## src/rtl/motor_pwm_driver_if.sv

```systemverilog
// Request/drive bundle between the steering logic, motor_pwm_driver and the dual H-bridge.
// The master side issues direction/enable/duty; the slave side (the driver) returns bridge drive.
interface motor_pwm_driver_if #(
    parameter int PWM_BITS = 8
);
    logic [3:0]          motorIn;
    logic [1:0]          motorEn;
    logic [PWM_BITS-1:0] duty;
    logic [3:0]          bridge_in;
    logic [1:0]          bridge_en;
    logic [1:0]          dead;

    modport master (
        output motorIn, motorEn, duty,
        input  bridge_in, bridge_en, dead
    );

    modport slave (
        input  motorIn, motorEn, duty,
        output bridge_in, bridge_en, dead
    );
endinterface

```

## src/rtl/motor_pwm_driver.sv

```systemverilog
// Dual-motor PWM output stage: synchronizes steering requests, ramps duty on start-up and
// inserts bridge-off dead time whenever a motor reverses or leaves brake towards a direction.
module motor_pwm_driver #(
    parameter int PWM_BITS    = 8,
    parameter int DEAD_CYCLES = 16,
    parameter int RAMP_STEP   = 16
) (
    input logic               clk,
    input logic               rst_n,
    motor_pwm_driver_if.slave bus
);

    localparam int DW = (DEAD_CYCLES > 1) ? $clog2(DEAD_CYCLES) : 1;
    localparam logic [DW-1:0] DEAD_LOAD = DW'(DEAD_CYCLES - 1);

    localparam logic [1:0] REQ_COAST = 2'b00;
    localparam logic [1:0] REQ_B     = 2'b01;
    localparam logic [1:0] REQ_A     = 2'b10;
    localparam logic [1:0] REQ_BRAKE = 2'b11;

    typedef enum logic [1:0] {
        ST_IDLE,
        ST_RUN,
        ST_DEAD,
        ST_BRAKE
    } state_e;

    logic [5:0]          sync1_q;
    logic [5:0]          sync2_q;
    logic [PWM_BITS-1:0] cnt_q;
    logic                wrap;

    // NOTE: sequential state uses non-blocking assignments so every flop samples pre-edge values.
    always_ff @(posedge clk or negedge rst_n) begin
        if (!rst_n) begin
            sync1_q <= '0;
            sync2_q <= '0;
            cnt_q   <= '0;
        end else begin
            sync1_q <= {bus.motorEn, bus.motorIn};
            sync2_q <= sync1_q;
            cnt_q   <= cnt_q + PWM_BITS'(1);
        end
    end

    assign wrap = &cnt_q;

    // Index 0 is the right motor (pair [1:0], enable bit 0), index 1 the left motor.
    for (genvar m = 0; m < 2; m++) begin : g_motor
        logic [1:0]          req;
        logic [PWM_BITS:0]   ramp_sum;
        logic [PWM_BITS-1:0] ramp_duty;

        state_e              state_q;
        logic [1:0]          dir_q;
        logic [PWM_BITS-1:0] cur_duty_q;
        logic [DW-1:0]       dead_cnt_q;
        logic [1:0]          pins_q;
        logic                en_q;
        logic                dead_q;

        assign req       = sync2_q[4+m] ? sync2_q[2*m +: 2] : REQ_COAST;
        assign ramp_sum  = {1'b0, cur_duty_q} + (PWM_BITS+1)'(RAMP_STEP);
        assign ramp_duty = (ramp_sum > {1'b0, bus.duty}) ? bus.duty : ramp_sum[PWM_BITS-1:0];

        // Outputs are registered alongside the state, so each branch drives the values of the
        // state being entered; the defaults below describe the bridge-off condition.
        always_ff @(posedge clk or negedge rst_n) begin
            if (!rst_n) begin
                state_q    <= ST_IDLE;
                dir_q      <= REQ_COAST;
                cur_duty_q <= '0;
                dead_cnt_q <= '0;
                pins_q     <= REQ_COAST;
                en_q       <= 1'b0;
                dead_q     <= 1'b0;
            end else begin
                pins_q     <= REQ_COAST;
                en_q       <= 1'b0;
                dead_q     <= 1'b0;
                cur_duty_q <= '0;

                case (state_q)
                    ST_IDLE: begin
                        if (req == REQ_A || req == REQ_B) begin
                            state_q <= ST_RUN;
                            dir_q   <= req;
                            pins_q  <= req;
                        end else if (req == REQ_BRAKE) begin
                            state_q <= ST_BRAKE;
                            pins_q  <= REQ_BRAKE;
                            en_q    <= 1'b1;
                        end
                    end

                    ST_RUN: begin
                        if (req == REQ_COAST) begin
                            state_q <= ST_IDLE;
                        end else if (req == REQ_BRAKE) begin
                            state_q <= ST_BRAKE;
                            pins_q  <= REQ_BRAKE;
                            en_q    <= 1'b1;
                        end else if (req != dir_q) begin
                            state_q    <= ST_DEAD;
                            dir_q      <= req;
                            dead_cnt_q <= DEAD_LOAD;
                            dead_q     <= 1'b1;
                        end else begin
                            pins_q     <= dir_q;
                            en_q       <= (cnt_q < cur_duty_q);
                            cur_duty_q <= wrap ? ramp_duty : cur_duty_q;
                        end
                    end

                    ST_DEAD: begin
                        // The latest request is the exit target; the count is never restarted.
                        dir_q <= req;
                        if (dead_cnt_q != '0) begin
                            dead_cnt_q <= dead_cnt_q - DW'(1);
                            dead_q     <= 1'b1;
                        end else if (req == REQ_COAST) begin
                            state_q <= ST_IDLE;
                        end else if (req == REQ_BRAKE) begin
                            state_q <= ST_BRAKE;
                            pins_q  <= REQ_BRAKE;
                            en_q    <= 1'b1;
                        end else begin
                            state_q <= ST_RUN;
                            pins_q  <= req;
                        end
                    end

                    ST_BRAKE: begin
                        if (req == REQ_A || req == REQ_B) begin
                            state_q    <= ST_DEAD;
                            dir_q      <= req;
                            dead_cnt_q <= DEAD_LOAD;
                            dead_q     <= 1'b1;
                        end else if (req == REQ_COAST) begin
                            state_q <= ST_IDLE;
                        end else begin
                            pins_q <= REQ_BRAKE;
                            en_q   <= 1'b1;
                        end
                    end

                    default: state_q <= ST_IDLE;
                endcase
            end
        end
    end

    assign bus.bridge_in = {g_motor[1].pins_q, g_motor[0].pins_q};
    assign bus.bridge_en = {g_motor[1].en_q,   g_motor[0].en_q};
    assign bus.dead      = {g_motor[1].dead_q, g_motor[0].dead_q};

endmodule

```

## src/flat_wrapper.sv

```systemverilog
// flat-port wrapper written by rule: the top's interface ports become plain ports
module motor_pwm_driver_flat 
#(
    parameter int PWM_BITS    = 8,
    parameter int DEAD_CYCLES = 16,
    parameter int RAMP_STEP   = 16
)
  (clk, rst_n, bus_motorIn, bus_motorEn, bus_duty, bus_bridge_in, bus_bridge_en, bus_dead);
  motor_pwm_driver_if #(.PWM_BITS(PWM_BITS)) bus_i ();
  input logic clk;
  input logic rst_n;
  input wire logic [$bits(bus_i.motorIn)-1:0] bus_motorIn;
  input wire logic [$bits(bus_i.motorEn)-1:0] bus_motorEn;
  input wire logic [$bits(bus_i.duty)-1:0] bus_duty;
  output wire logic [$bits(bus_i.bridge_in)-1:0] bus_bridge_in;
  output wire logic [$bits(bus_i.bridge_en)-1:0] bus_bridge_en;
  output wire logic [$bits(bus_i.dead)-1:0] bus_dead;
  assign bus_i.motorIn = bus_motorIn;
  assign bus_i.motorEn = bus_motorEn;
  assign bus_i.duty = bus_duty;
  assign bus_bridge_in = bus_i.bridge_in;
  assign bus_bridge_en = bus_i.bridge_en;
  assign bus_dead = bus_i.dead;
  motor_pwm_driver #(.PWM_BITS(PWM_BITS), .DEAD_CYCLES(DEAD_CYCLES), .RAMP_STEP(RAMP_STEP)) u_core (.clk(clk), .rst_n(rst_n), .bus(bus_i));
endmodule
```

## config.mk

```make
export PLATFORM = sky130hd
export DESIGN_NAME = motor_pwm_driver_flat
export DESIGN_NICKNAME = d
export VERILOG_FILES = /design/src/rtl/motor_pwm_driver_if.sv /design/src/rtl/motor_pwm_driver.sv /design/src/flat_wrapper.sv
export SDC_FILE = /design/constraint.sdc
export NUM_CORES = 1
export LEC_CHECK = 0
export ABC_AREA = 1
export CAP_MARGIN = 20
export CORE_MARGIN = 2
export CORE_UTILIZATION = 60
export CTS_CLUSTER_SIZE = 28
export DETAILED_ROUTE_END_ITERATION = 8
export GPL_ROUTABILITY_DRIVEN = 0
export GPL_TIMING_DRIVEN = 0
export PLACE_DENSITY = 0.92
export SYNTH_ARGS = -nofsm -noshare
export SYNTH_HDL_FRONTEND = slang
export SYNTH_SLANG_ARGS = --single-unit
```

## constraint.sdc

```tcl
create_clock -name clk -period 5.04 [get_ports clk]
set_clock_uncertainty 0.1 [all_clocks]
set_input_delay 0.756 -clock clk [delete_from_list [all_inputs] [get_ports clk]]
set_output_delay 0.756 -clock clk [all_outputs]
set_load 0.02 [all_outputs]
```

==> impl_metrics.yaml, run 1 <==
route:
  wire_per_inst_um: 13.2
  drc: 0
  drtIter0Drc: 160
  vias: 3497
  dr.pass1.iters: 4
  routed_via_density: 5.42
  wirelength_um: 8510
  ant_nets: 0
layout:
  area_delta_synth_final_pct: 14.5
  n_antenna_cell: 0
  seq_area_mm2: 0.00150
  nFillCells: 484
  layout-drive-gt1-share_pct: 10.3
  utilization_pct: 69.9
  multi_input_area_mm2: 0.00221
  nets: 627
  postLayoutCellArea_mm2: 0.00470
timing:
  setup_slack_ns: 2.55
  period_minus_slack_ns: 2.49
  finalHoldViolCount: 0
  tns_ns: 0
  timing.hold.ws_ns: 0.248
  fmax_mhz: 401
  rsz0062_at_grt: "false"
  slew_violations: 0
  setup_viol_count_final: 0
  tightest_slew_ns: 0.537
  maxSlewHeadroom_pct: 64.2
  post-route-period-util_pct: 49.5
power_and_ir_drop:
  power_frac_seq_pct: 32.5
  power.density_mw_per_mm2: 407
  leakagePower_nw: 2.50
  p_comb_share_pct: 39.0
  power.share.switching_pct: 37.5
  p_switching_uw: 717
  p_clk_share_pct: 28.5
  peakVddDrop_v: 0.000280
  cell_internal_pwr_mw: 1.20
global_routing:
  grt_pass1_vias: 3494
  overflow: 0
  antenna_found_initial: 0
  grt_pass1_wl_um: 14700
  grt_max_degree: 39
  grtUsageTotal_pct: 24.7
worst_setup_path:
  crit_slowest_cell: "clkdlybuf4s50_1"
  crit_chain: "clkdlybuf4s50_1 > inv_1 > ha_1 > nand2_1 > nor2_1 > nand2_1 > nand3_1 > nand2_1 > nand2_1 > nand2_1 > nand2_1 > nand2_2 > nand2_1 > nand2_1"
  critPathMaxStageDelay_ns: 0.52
  critPathRequiredTime_ns: 5.17
  crit_type: "in -> reg"
  critPathArrivalTime_ns: 2.63
  critPathMaxFanout: 6
  crit_family: "simple AND/OR/NAND/NOR gates"
  end_kind: "flip-flop"
  crit_top_cell: "nand2_1"
  cp.buffers_inverters: 2
  start_kind: "primary input"
place:
  port_buffers: 23
  pre_cts_slack_ns: 2.26
  dp_hpwl_um: 6420
  dpl-instance-area_mm2: 0.00445
cts:
  cts_buffer_depth: 2
  cts_tree: "yes"
  cts.clk_slew.worst_paths_ns: 0.06
  cts_setup_buffers: 0
  numCtsBuffers: 9
  cts_resized: 0
  htreeDepth: 3
  clk_latency_ns: 0.35
  clock_sinks: 60
  clock-root-buffer: "clkbuf_8"
  hold_buffers: 0
logic_synthesis:
  ys_top_cells_by_area: "dfrtp_1 37%, ha_1 16%, nand2_1 13%, inv_1 8.0%, nand3_1 4.9%"
  synth_top_flop_cell: "dfrtp_1"
  yosysTopAreaCell: "dfrtp_1"
  syn-mean-instance-area_um2: 7.82
  synth-seq-cells: 60
  netlist_area_mm2: 0.00410
  synth_cell_types: 32
  synth_nets: 592
  yosysSeqAreaShare_pct: 36.6
  ys_warn_count: 0
  yosysTopAreaCellShare_pct: 36.6
  synth-edff-count: 0
  async_reset_ff_share_pct: 100
  synthCells: 525
floorplan:
  fp.coreArea_mm2: 0.00672
  boundaryPins: 24
  floorplan.die_area_mm2: 0.00752
  num_rows: 30
  die_h_um: 86.7
  die_w_um: 86.7
  start_util_pct: 61.1
run_status:
  run_status: "complete, no violations"
job:
  max_cap_violations: 0
hold_path:
  worstHoldPathType: "reg -> reg"
placed cells by master, fill, tap and decap left out, types with 2 or more instances in the layout:
cell type,n
nor2_1,21
nor3_1,3
nand3_1,40
buf_4,4
clkdlybuf4s50_1,22
clkbuf_8,11
o22ai_1,2
nand2_1,146
nand2_4,4
nand2_2,12
nand3_4,2
inv_2,5
ha_1,51
nor2_4,4
inv_1,88
a21oi_1,19
o21ai_0,22
nor2_2,4
clkinv_2,2
xor2_1,13
o211ai_1,3
bufinv_16,3
o21ai_1,10
dfrtp_1,60
worst paths after layout:
kind	start	end	cells past startpoint	slack (ns)
worst max-delay path	bus_duty[2]	u_core.g_motor[0].cur_duty_q[0]$_DFFE_PN0P_	14	2.55
worst min-delay path	u_core.sync1_q[4]$_DFF_PN0_	u_core.sync2_q[4]$_DFF_PN0_	0	0.25
worst max register to register	u_core.g_motor[0].cur_duty_q[4]$_DFFE_PN0P_	u_core.g_motor[0].cur_duty_q[0]$_DFFE_PN0P_	10	2.78
worst min register to register	u_core.sync1_q[4]$_DFF_PN0_	u_core.sync2_q[4]$_DFF_PN0_	0	0.25
max in group asynchronous	rst_n	u_core.sync1_q[5]$_DFF_PN0_	2	3.97
min in group asynchronous	rst_n	u_core.g_motor[0].dead_cnt_q[0]$_DFFE_PN0P_	1	0.28
per-stage QoR:
step	power (mW)	std cells
final	1.91	645
after detailed placement	1.35	629
after CTS	1.91	645
after global placement	1.31	628
after floorplan	1.17	525
after global routing	2.04	645
cells in the mapped netlist, drive strengths merged (2+ instances only):
master and count:
xor2 13, dfrtp 60, nor2 29, ha 51, nand4 2, o211ai 4
nand2 162, o21ai 32, inv 93, clkinv 2, buf 4, o22ai 2
a21oi 19, nand3 43, nor3 3
cells by family after synthesis:
group	Yosys count	share of synthesized area, %
simple gates	241	27.4
buf+inv	99	9.57
compound gates	61	8.14
flops	60	36.6
fa+ha+maj	51	15.5
xor+xnor	13	2.77
flip-flops by register name (all words and copies together) (netlist names):
register and flops:
u_core.cnt_q 8, u_core.g_motor.cur_duty_q 16, u_core.g_motor.dead_cnt_q 8, u_core.g_motor.dead_q 2, u_core.g_motor.dir_q 4, u_core.g_motor.en_q 2, u_core.g_motor.pins_q 4, u_core.g_motor.state_q 4
u_core.sync1_q 6, u_core.sync2_q 6
power by group through the flow:
stage                     combinational [mW]  sequential [mW]  clock, mW
after floorplan                        0.539            0.628          0
after global placement                 0.687            0.626          0
after global routing                   0.841            0.633      0.570
after detailed placement               0.720            0.631          0
after CTS                              0.738            0.623      0.554
final                                  0.747            0.622      0.545
layout make-up:
cell class,instances,area share [%]
multi-input cells,366,47.0
flip-flops and latches,60,31.9
inverters,95,7.72
repair buffers,24,5.22
clock buffers,12,3.30
well taps,80,2.13
clock inverters,4,2.02
plain buffers,4,0.639
routing by layer:
| layer | part of all wire, % | wire (um) | global-route usage, % | up-vias |
|---|---|---|---|---|
| li1 | - | - | - | 1732 |
| met1 | 40 | 3380 | 26.1 | 1637 |
| met2 | 54 | 4560 | 45.7 | 104 |
| met3 | 4.6 | 393 | 7.05 | 24 |
| met4 | 2.1 | 178 | 10.2 | 0 |
| met5 | 0 | 0 | 0 | - |
No activity file was read; power rests on OpenSTA's default activity.
==> run 2: changes to the inputs <==
Settings changed: CORE_UTILIZATION 60 to 55, PLACE_DENSITY 0.92 to 0.89.
Clock period 5.04 ns to 2.05 ns, I/O delays scaled along.
==> impl_metrics.yaml, run 2 (synthesis gave the netlist of run 1 again) <==
power_and_ir_drop:
  peakVddDrop_v: 0.000556
  leakagePower_nw: 2.55
  power.density_mw_per_mm2: 868
place:
  dpl.cell_count: 648
  dp_hpwl_um: 6550
  port_buffers: 23
  pre_cts_slack_ns: -0.322
cts:
  htreeDepth: 3
  cts_tree: "yes"
  clock_sinks: 60
  cts_buffer_depth: 2
  clk_latency_ns: 0.35
  clock-root-buffer: "clkbuf_8"
  cts.clk_slew.worst_paths_ns: 0.07
  numCtsBuffers: 9
global_routing:
  grt_pass1_vias: 3632
  grtUsageMet1_pct: 26.6
  grt_max_degree: 39
  grtUsageTotal_pct: 23.2
  use_met2_pct: 41.1
  overflow: 0
  grt_pass1_wl_um: 15500
  busiest_layer: "met2"
  antenna_found_initial: 0
  globalRouteMet3Util_pct: 5.51
floorplan:
  fp.coreArea_mm2: 0.00725
  num_rows: 31
  die_h_um: 90.4
  floorplan.die_area_mm2: 0.00817
  start_util_pct: 56.6
  boundaryPins: 24
  die_w_um: 90.4
route:
  routed_via_density: 5.70
  ant_nets: 0
  wire_per_inst_um: 16.5
  drc: 0
  dr.pass1.iters: 5
  vias: 3867
  drtIter0Drc: 354
  wirelength_um: 11200
worst_setup_path:
  end_kind: "flip-flop"
  crit_type: "reg -> reg"
  critPathMaxFanout: 6
  cp.buffers_inverters: 2
  critPathMaxStageDelay_ns: 0.44
  crit_slowest_cell: "dfrtp_1"
  critPathRequiredTime_ns: 2.20
  start_kind: "flip-flop"
  critPathArrivalTime_ns: 2.37
  crit_chain: "buf_6 > nand3_4 > xor2_2 > ha_1 > inv_2 > nor2_2 > nand4_1 > nand2_4 > nand2_1 > nand3_2 > nand2_2"
  crit_family: "simple AND/OR/NAND/NOR gates"
timing:
  rsz0062_at_grt: "true"
  finalHoldViolCount: 0
  tightest_slew_ns: 0.527
  post-route-period-util_pct: 108
  fmax_mhz: 450
  slew_violations: 0
  setup_viol_count_final: 16
  setup_slack_ns: -0.171
  maxSlewHeadroom_pct: 64.9
  period_minus_slack_ns: 2.22
  timing.hold.ws_ns: 0.240
layout:
  reg.largest.list: "u_core.g_motor.cur_duty_q x16, u_core.cnt_q x8, u_core.g_motor.dead_cnt_q x8"
  area_delta_synth_final_pct: 24.1
  layout-drive-gt1-share_pct: 21.2
  nets: 643
  nFillCells: 515
  layout_commonest_cell: "nand2_1"
  regMostFlops: "u_core.g_motor.cur_duty_q"
  n_antenna_cell: 0
  stdcell_count: 678
  largest_reg_flops: 16
  final_cell_mix: "133 x nand2_1, 85 x inv_1, 56 x dfrtp_1"
hold_path:
  worstHoldPathType: "reg -> reg"
job:
  max_cap_violations: 0
run_status:
  run_status: "finished with violations"
  violations: "negative setup slack"
## run 2: changes by cell type in the layout (fill, tap and decap cells not counted), sizes merged
cell and delta:
bufinv -3, clkbuf -1, buf +15, dlygate4sd3 +1
clkinv +2
## run 2: cell type report
type,count,area [um2],share of cell area (%)
multi-input combinational,366,2530,49.7
sequential,60,1510,29.6
timing repair buffer,40,383,7.52
inverter,95,363,7.12
clock buffer,11,141,2.78
tap,99,124,2.43
buffer,4,30.0,0.590
clock inverter,3,15.0,0.295
## run 2: per-stage QoR
step | utilization, % | instance area, um2 | TNS (ns) | power (mW)
after detailed placement | 61.7 | 4470 | -3.73 | 3.35
after global placement | 61.5 | 4460 | -73.95 | 3.23
after CTS | 66.3 | 4810 | -0.464 | 4.29
after global routing | 70.2 | 5090 | -2.53 | 4.74
after floorplan | - | 4100 | 0 | 2.87
final | 70.2 | 5090 | -1.67 | 4.42
## run 2: timing repair
| item | CTS | global route |
|---|---|---|
| pin swaps | 21 | 34 |
| hold buffers | 1 | 0 |
| setup buffers | 9 | 6 |
| hold endpoints to repair | 22 | 0 |
| endpoints found under the setup margin | 16 | 20 |
| gates resized for setup | 23 | 49 |
## run 2: report_power, final
part	switching (mW)	total [mW]	internal (mW)
registers	0.127	1.53	1.40
logic	1.27	2.00	0.728
clock network	0.443	0.894	0.451
total	1.84	4.42	2.58
## run 2: path summary, 6_finish.rpt
check                                                                 start                                          end  slack, ns  cells after the start
worst min-delay path                            u_core.sync1_q[5]$_DFF_PN0_                  u_core.sync2_q[5]$_DFF_PN0_       0.24                      0
min in group asynchronous                                             rst_n       u_core.g_motor[0].dir_q[1]$_DFFE_PN0P_       0.37                      2
worst max register to register  u_core.g_motor[0].cur_duty_q[5]$_DFFE_PN0P_  u_core.g_motor[0].cur_duty_q[4]$_DFFE_PN0P_      -0.17                     11
worst max-delay path            u_core.g_motor[0].cur_duty_q[5]$_DFFE_PN0P_  u_core.g_motor[0].cur_duty_q[4]$_DFFE_PN0P_      -0.17                     11
worst min register to register                  u_core.sync1_q[5]$_DFF_PN0_                  u_core.sync2_q[5]$_DFF_PN0_       0.24                      0
max in group asynchronous                                             rst_n  u_core.g_motor[1].cur_duty_q[4]$_DFFE_PN0P_       0.88                      3
## run 2: routing by layer
| layer | share of wire [%] | wire length, um |
|---|---|---|
| met5 | 0 | 0 |
| met4 | 5.5 | 619 |
| met1 | 37 | 4120 |
| met2 | 50 | 5600 |
| met3 | 7.3 | 815 |
